`src/rtl/media_blocos.sv`:
```
// Block-average image downscaler: reads a source frame from a synchronous ROM
// and writes the mean of each FATORxFATOR block to RAM. `MEDIA_BLOCOS_ROUND_EN` selects round-half-up.
module media_blocos #(
  parameter int FATOR   = 2,
  parameter int LARGURA = 160,
  parameter int ALTURA  = 120
) (
  input  logic        clk,
  input  logic        rst,
  input  logic        start,
  output logic [18:0] rom_addr,
  input  logic [7:0]  rom_data,
  output logic        ram_we,
  output logic [18:0] ram_addr,
  output logic [7:0]  ram_data,
  output logic        busy,
  output logic        done
);

  localparam int LG = (FATOR == 4) ? 2 : 1;
  localparam int SH = 2 * LG;
  localparam int AW = 8 + SH;
  localparam int OW = LARGURA / FATOR;
  localparam int OH = ALTURA / FATOR;

  typedef enum logic [1:0] {
    IDLE,
    READ,
    FLUSH,
    FIM
  } st_t;

  st_t st;

  logic [1:0]    dj, di;
  logic [9:0]    oc, ol;
  logic [18:0]   linha, coluna, addr;
  logic          last_dj, last_di, last_oc, last_ol;
  logic          v0, v1, first0, first1, last0, last1;
  logic [AW-1:0] acc, base, sum, rsum;
  logic [7:0]    res;
  logic [18:0]   wcnt;
  logic [1:0]    fcnt;

  assign linha   = 19'(ol) * 19'(FATOR) + 19'(di);
  assign coluna  = 19'(oc) * 19'(FATOR) + 19'(dj);
  assign addr    = linha * 19'(LARGURA) + coluna;
  assign last_dj = (dj == 2'(FATOR - 1));
  assign last_di = (di == 2'(FATOR - 1));
  assign last_oc = (oc == 10'(OW - 1));
  assign last_ol = (ol == 10'(OH - 1));

  // Running block sum; the first sample of a block replaces the old total
  always_comb begin
    base = first1 ? '0 : acc;
    sum  = base + AW'(rom_data);
`ifdef MEDIA_BLOCOS_ROUND_EN
    rsum = sum + AW'(FATOR * FATOR / 2);
`else
    rsum = sum;
`endif
    res  = 8'(rsum >> SH);
  end

  // Control FSM, address scan, sample pipeline and write-back
  always_ff @(posedge clk or posedge rst) begin
    if (rst) begin
      st       <= IDLE;
      dj       <= '0;
      di       <= '0;
      oc       <= '0;
      ol       <= '0;
      v0       <= 1'b0;
      v1       <= 1'b0;
      first0   <= 1'b0;
      first1   <= 1'b0;
      last0    <= 1'b0;
      last1    <= 1'b0;
      acc      <= '0;
      wcnt     <= '0;
      fcnt     <= '0;
      rom_addr <= '0;
      ram_we   <= 1'b0;
      ram_addr <= '0;
      ram_data <= '0;
      busy     <= 1'b0;
      done     <= 1'b0;
    end else begin
      ram_we <= 1'b0;
      done   <= 1'b0;
      v0     <= 1'b0;
      v1     <= v0;
      first1 <= first0;
      last1  <= last0;
      if (v1)
        acc <= sum;
      if (v1 && last1) begin
        ram_we   <= 1'b1;
        ram_data <= res;
        ram_addr <= wcnt;
        wcnt     <= wcnt + 19'd1;
      end
      unique case (st)
        IDLE: begin
          if (start) begin
            st   <= READ;
            wcnt <= '0;
          end
        end
        READ: begin
          busy     <= 1'b1;
          rom_addr <= addr;
          v0       <= 1'b1;
          first0   <= (dj == 2'd0) && (di == 2'd0);
          last0    <= last_dj && last_di;
          dj       <= dj + 2'd1;
          if (last_dj) begin
            dj <= '0;
            di <= di + 2'd1;
            if (last_di) begin
              di <= '0;
              oc <= oc + 10'd1;
              if (last_oc) begin
                oc <= '0;
                ol <= ol + 10'd1;
                if (last_ol) begin
                  ol   <= '0;
                  st   <= FLUSH;
                  fcnt <= '0;
                end
              end
            end
          end
        end
        FLUSH: begin
          fcnt <= fcnt + 2'd1;
          if (fcnt == 2'd2) begin
            st   <= FIM;
            busy <= 1'b0;
            done <= 1'b1;
          end
        end
        FIM: st <= IDLE;
        default: st <= IDLE;
      endcase
    end
  end

endmodule
```
`config.mk`:
```
export PLATFORM = sky130hd
export DESIGN_NAME = media_blocos
export DESIGN_NICKNAME = d
export VERILOG_FILES = /design/src/rtl/media_blocos.sv
export SDC_FILE = /design/constraint.sdc
export NUM_CORES = 1
export LEC_CHECK = 0
export ABC_AREA = 0
export CAP_MARGIN = 30
export CORE_UTILIZATION = 58
export DETAILED_ROUTE_END_ITERATION = 16
export PLACE_DENSITY = 0.86
export SLEW_MARGIN = 20
export SYNTH_ARGS = -nofsm -noshare
export SYNTH_HDL_FRONTEND = slang
export SYNTH_SLANG_ARGS = --single-unit
export TNS_END_PERCENT = 30
```
`constraint.sdc`:
```
create_clock -name clk -period 5.1 [get_ports clk]
set_clock_uncertainty 0.2 [all_clocks]
set_input_delay 1.02 -clock clk [delete_from_list [all_inputs] [get_ports clk]]
set_output_delay 1.02 -clock clk [all_outputs]
set_load 0.05 [all_outputs]
```
# Yosys cells after proc, flatten, opt, wreduce, memory -nomap -nowiden
# Index checks and enable logic that the tools add are counted.
[op_classes]
n_addsub = 10
mul = 1
eq_ne = 14
mux = 26
n_reduce_logical = 13
[ops]
columns = ["operator", "n"]
rows = [
  ["2-to-1 mux 19 bit", 3],
  ["2-to-1 mux 10 bit", 3],
  ["adder 11 x 2 -> 12 bit", 2],
  ["2-to-1 mux 2 bit", 12],
  ["adder 10 x 1 -> 10 bit (second input constant)", 2],
  ["adder 19 x 1 -> 19 bit (second input constant)", 1],
  ["adder 19 x 12 -> 19 bit", 1],
  ["multiplier 12 x 3 -> 14 bit (second input constant)", 1],
  ["!= test 2 bit (second input constant)", 6],
  ["adder 10 x 8 -> 10 bit", 1],
  ["== test 10 x 6 -> 1 bit (second input constant)", 1],
  ["== test 10 x 7 -> 1 bit (second input constant)", 1],
  ["case mux 2 bit (4 select lines)", 1],
  ["adder 2 x 1 -> 2 bit (second input constant)", 3],
  ["== test 2 x 1 -> 1 bit (second input constant)", 3],
  ["== test 2 bit (second input constant)", 3],
  ["logical NOT 2 bit", 3],
  ["AND reduction 6 bit", 1],
  ["2-to-1 mux 1 bit", 5],
  ["AND reduction 5 bit", 1],
  ["case mux 2 bit (2 select lines)", 1],
  ["AND reduction 2 bit", 2],
  ["AND reduction 4 bit", 1],
  ["logical AND 1 bit", 3],
  ["3 further kinds", 3],
]
[word_totals]
regBits = 112
inputBits = 11

# Depth between registers and ports, before layout
[logic_depth]
ltp_word = 6
mapped_depth = 17
depth_no_buf = 17

# Worst setup path before layout
# No wires, ideal clock.
[synth_timing]
kind = "flip-flop to flip-flop"
startpoint = "register ol[0]"
endpoint = "register rom_addr[18]"
t_arrival_ns = 3.596
required_ns = 4.775
slack_ns = 1.180
stages_incl_launch_ff = 18
period_less_slack_ns = 3.920
cell_sequence = "dfrtp_1 -> ha_1 -> ha_1 -> xor2_1 -> ha_1 -> ha_1 -> inv_1 -> fa_1 -> inv_1 -> ha_1 -> o21a_1 -> o21ai_0 -> nand2b_1 -> o211ai_1 -> a21o_1 -> nor4b_2 -> xor2_1 -> mux2_2"
[synth_via]
elab_chain_cells = 3
[synth_lines]
columns = ["element", "line_no", "text"]
rows = [
  ["start: declaration", "36", "logic [9:0] oc, ol;"],
  ["start signal: assignment", "125", "ol <= ol + 10'd1;"],
  ["adder 11 x 2 -> 12 bit", "45", "assign linha = 19'(ol) * 19'(FATOR) + 19'(di);"],
  ["multiplier 12 x 3 -> 14 bit", "47", "assign addr = linha * 19'(LARGURA) + coluna;"],
  ["adder 19 x 12 -> 19 bit", "47", ""],
  ["end signal: assignment", "112", "rom_addr <= addr;"],
  ["end: declaration", "11", "output logic [18:0] rom_addr,"],
]
# Every way passes these cells.
# A chain may end at the register's enable or synchronous reset.

# Worst setup path in the final report
# Ends and elaborated chain as after synthesis.

==> results.tsv <==
metric	value	unit
CP required	5.19	ns
#FFs+latches synth	112	
slowest stage delay, CP	0.51	ns
cell taking the most area after synthesis	dfrtp_1	
Fmax	0.233	GHz
Layout fillers	753	
Critical Path Start Type	flop	
RSZ-0062 raised after global routing	no	
period utilization	84.3	%
Clock transition at path regs	0.11	ns
DIE AREA	11200	um2
Sw Ratio	42.4	%
DR pass1 iterations	4	
I/O pins	60	
count of pins over their slew limit	0	
CORE AREA	10400	um2
DR WL/cell	14.4	um
via count	4738	
initial DRC count	354	
Post-CTS Setup Repair Bufs	0	
Syn-to-layout area delta	15.0	%
Post-CTS Hold Buffers	0	
Fin. Hold Viols	0	
kind of critical path	flop to flop	
Die Width	106	um
# setup viols final	0	
CTS max path bufs	2	
Combinational Power Share	44.8	%
Yosys warnings	0	
root buf cell	clkbuf_8	
GR Overflow Total	0	
Worst R2R Setup Slack	0.80	ns
nets@finish	763	
worst slew pin tran	0.644	ns
share of cells above drive strength 1	7.31	%
Seq/Total Area, Yosys	44.7	%
die height	106	um
Mean Syn Cell Area	9.62	um2
worst vdd ir	0.320	mV
Via density	5.59	
CP Capture Type	flop	
slowest CP cell	fa_1	
CTS tree	done	
final wirelength	12200	um
DP HPWL	8800	um
Yosys top cell area share	44.7	%
Sink Count	112	
overall global routing resource usage	23.7	%
CP dominant cell by count	ha_1	
Util after Layout	69.2	%
largest cells by area after synthesis	dfrtp_1 45%, ha_1 8.8%, nand2_1 7.2%	
port bufs	59	
Flop pwr share	37.5	%
largest fanout on the critical path	5	
ant diodes	0	
min Tclk post-route	4.30	ns
Post-synth ARST share	100	%
H-tree depth	3	
starting density of the core	60.2	%
CTS buffer count	9	
Final ANT Viol Nets	0	
Worst Path Arrival	4.39	ns
Max-Cap Viols	0	
count leader, synth	nand2_1	
Post-synth EDFFs	0	
first-pass GRT wire length	21600	um
P_leak	0.00352	uW
outcome	complete, no violations	
Post-synth top flop	dfrtp_1	
post-CTS sizing	0	
cells after synthesis	652	
Post-Syn Nets	709	
DRC	0	
area of the mapped netlist	6270	um2
count of different cell masters after synthesis	58	
Clk pwr share	17.7	%
P_sw	1470	uW
PD cells	479	nW/um2
total negative setup slack	0	ns
largest net degree at the start of global routing	60	
crit-path cells	ha_1 > ha_1 > xor2_1 > ha_1 > ha_1 > inv_1 > fa_1 > inv_1 > ha_1 > o21a_1 > o21ai_0 > nand2b_1 > o211ai_1 > a21o_1 > nor4b_2 > xor2_1 > mux2_2	
initial antenna violation count	0	
most common library cells after synthesis	120 x nand2_1, 112 x dfrtp_1, 61 x nor2_1, 44 x ha_1, 34 x xor2_1	
Slew headroom	57.1	%
number of global-route vias before repair	4725	
Worst-Skew Late Latency	0.39	ns
Hold Path Class	flop to flop	
P_int	1990	uW
row cnt	37	
Final Wtd Congestion	0.829	
-- layer usage --
metal  global-route usage (%)  vias to the layer above  part of all wire [%]  routed length (um)
li1                         -                     2311                     -                   -
met1                     30.3                     2312                    45                5510
met2                     41.0                       97                    50                6060
met3                     3.68                       18                   3.3                 404
met4                     8.33                        0                   1.8                 219
met5                        0                        -                     0                   0
-- path summary, 6_finish.rpt --
path / startpoint / end / cells past startpoint
setup reg to reg: ol[0]$_DFFE_PP0P_ / rom_addr[18]$_DFFE_PP0P_ / 17
max in group asynchronous: rst / oc[0]$_DFFE_PP0P_ / 4
setup / recovery: ol[0]$_DFFE_PP0P_ / rom_addr[18]$_DFFE_PP0P_ / 17
hold reg to reg: v0$_DFF_PP0_ / v1$_DFF_PP0_ / 0
hold / removal: v0$_DFF_PP0_ / v1$_DFF_PP0_ / 0
min in group asynchronous: rst / ram_addr[18]$_DFFE_PP0P_ / 2
-- cell families (layout without fill, tap and decap cells) --
group                    count (synthesis)  in the layout  synth area share (%)
AND/OR/NAND/NOR                        266            266                  20.0
XOR/XNOR                                68             68                  9.61
multiplexers                            21             21                  3.69
AO/OA/AOI/OAI                           92             92                  9.17
buffers and inverters                   47            106                  3.43
adder cells (fa/ha/maj)                 46             46                  9.41
flip-flops                             112            112                  44.7
-- state kept, by name, indices dropped and copies added (netlist names), 8 cells and up --
register and cells:
wcnt 19, oc 10, ram_addr 19, rom_addr 19
acc 10, ram_data 8, ol 10
-- cell usage in the layout (no fill, tap or decap), types with 3 or more instances in the layout --
cell	instances
o21ai_0	25
or3_1	4
and2_1	7
xnor2_1	33
mux2_2	17
nand2_1	120
o31ai_1	4
buf_4	4
xor2_1	34
and3_1	12
a21oi_1	24
nand4_1	8
a21boi_0	3
dfrtp_1	112
clkbuf_8	9
ha_1	44
clkdlybuf4s50_1	59
a21o_1	6
nor3_1	5
mux2i_1	4
nor2_1	61
o22ai_1	3
inv_1	25
nand3_1	17
a211oi_1	4
o2bb2ai_1	3
nor2b_1	13
o21a_1	3
nand2b_1	4
-- critical path, delay by kind of cell (launching register included) --
kind / cells / cell delay (ns)
simple gates: 2 / 0.43
xor+xnor: 2 / 0.30
flops: 1 / 0.44
buf+inv: 2 / 0.12
mux: 1 / 0.26
fa+ha+maj: 6 / 1.83
compound gates: 4 / 0.60
-- final cells by class --
class                           instances  area (um2)  area share [%]
Clock buffer                            9         124            1.72
Timing Repair Buffer                   64         648            8.99
Multi-Input combinational cell        493        3260            45.1
Sequential cell                       112        2800            38.9
Tap cell                              136         170            2.36
Clock inverter                          7         113            1.56
Inverter                               26         100            1.39
-- per-stage QoR --
stage / hold WS (ns) / cell area (um2) / power [uW] / std cells / setup WS [ns]
3_5_place_dp: 0.141 / 6980 / 2870 / 831 / 0.841
4_1_cts: 0.167 / 7210 / 3470 / 847 / 0.826
5_1_grt: 0.171 / 7210 / 3670 / 847 / 0.593
6_report: 0.161 / 7210 / 3450 / 847 / 0.802
3_3_place_gp: 0.132 / 6950 / 2790 / 830 / 1.02
2_1_floorplan: 0.131 / 6270 / 2410 / 652 / 0.921
-- power groups by stage --
stage	registers [uW]	clock network, uW	logic, uW
5_1_grt	1330	655	1680
3_5_place_dp	1310	0	1550
4_1_cts	1300	621	1560
3_3_place_gp	1300	0	1490
2_1_floorplan	1720	0	699
6_report	1300	612	1550
Power figures use the tool's default switching activity.
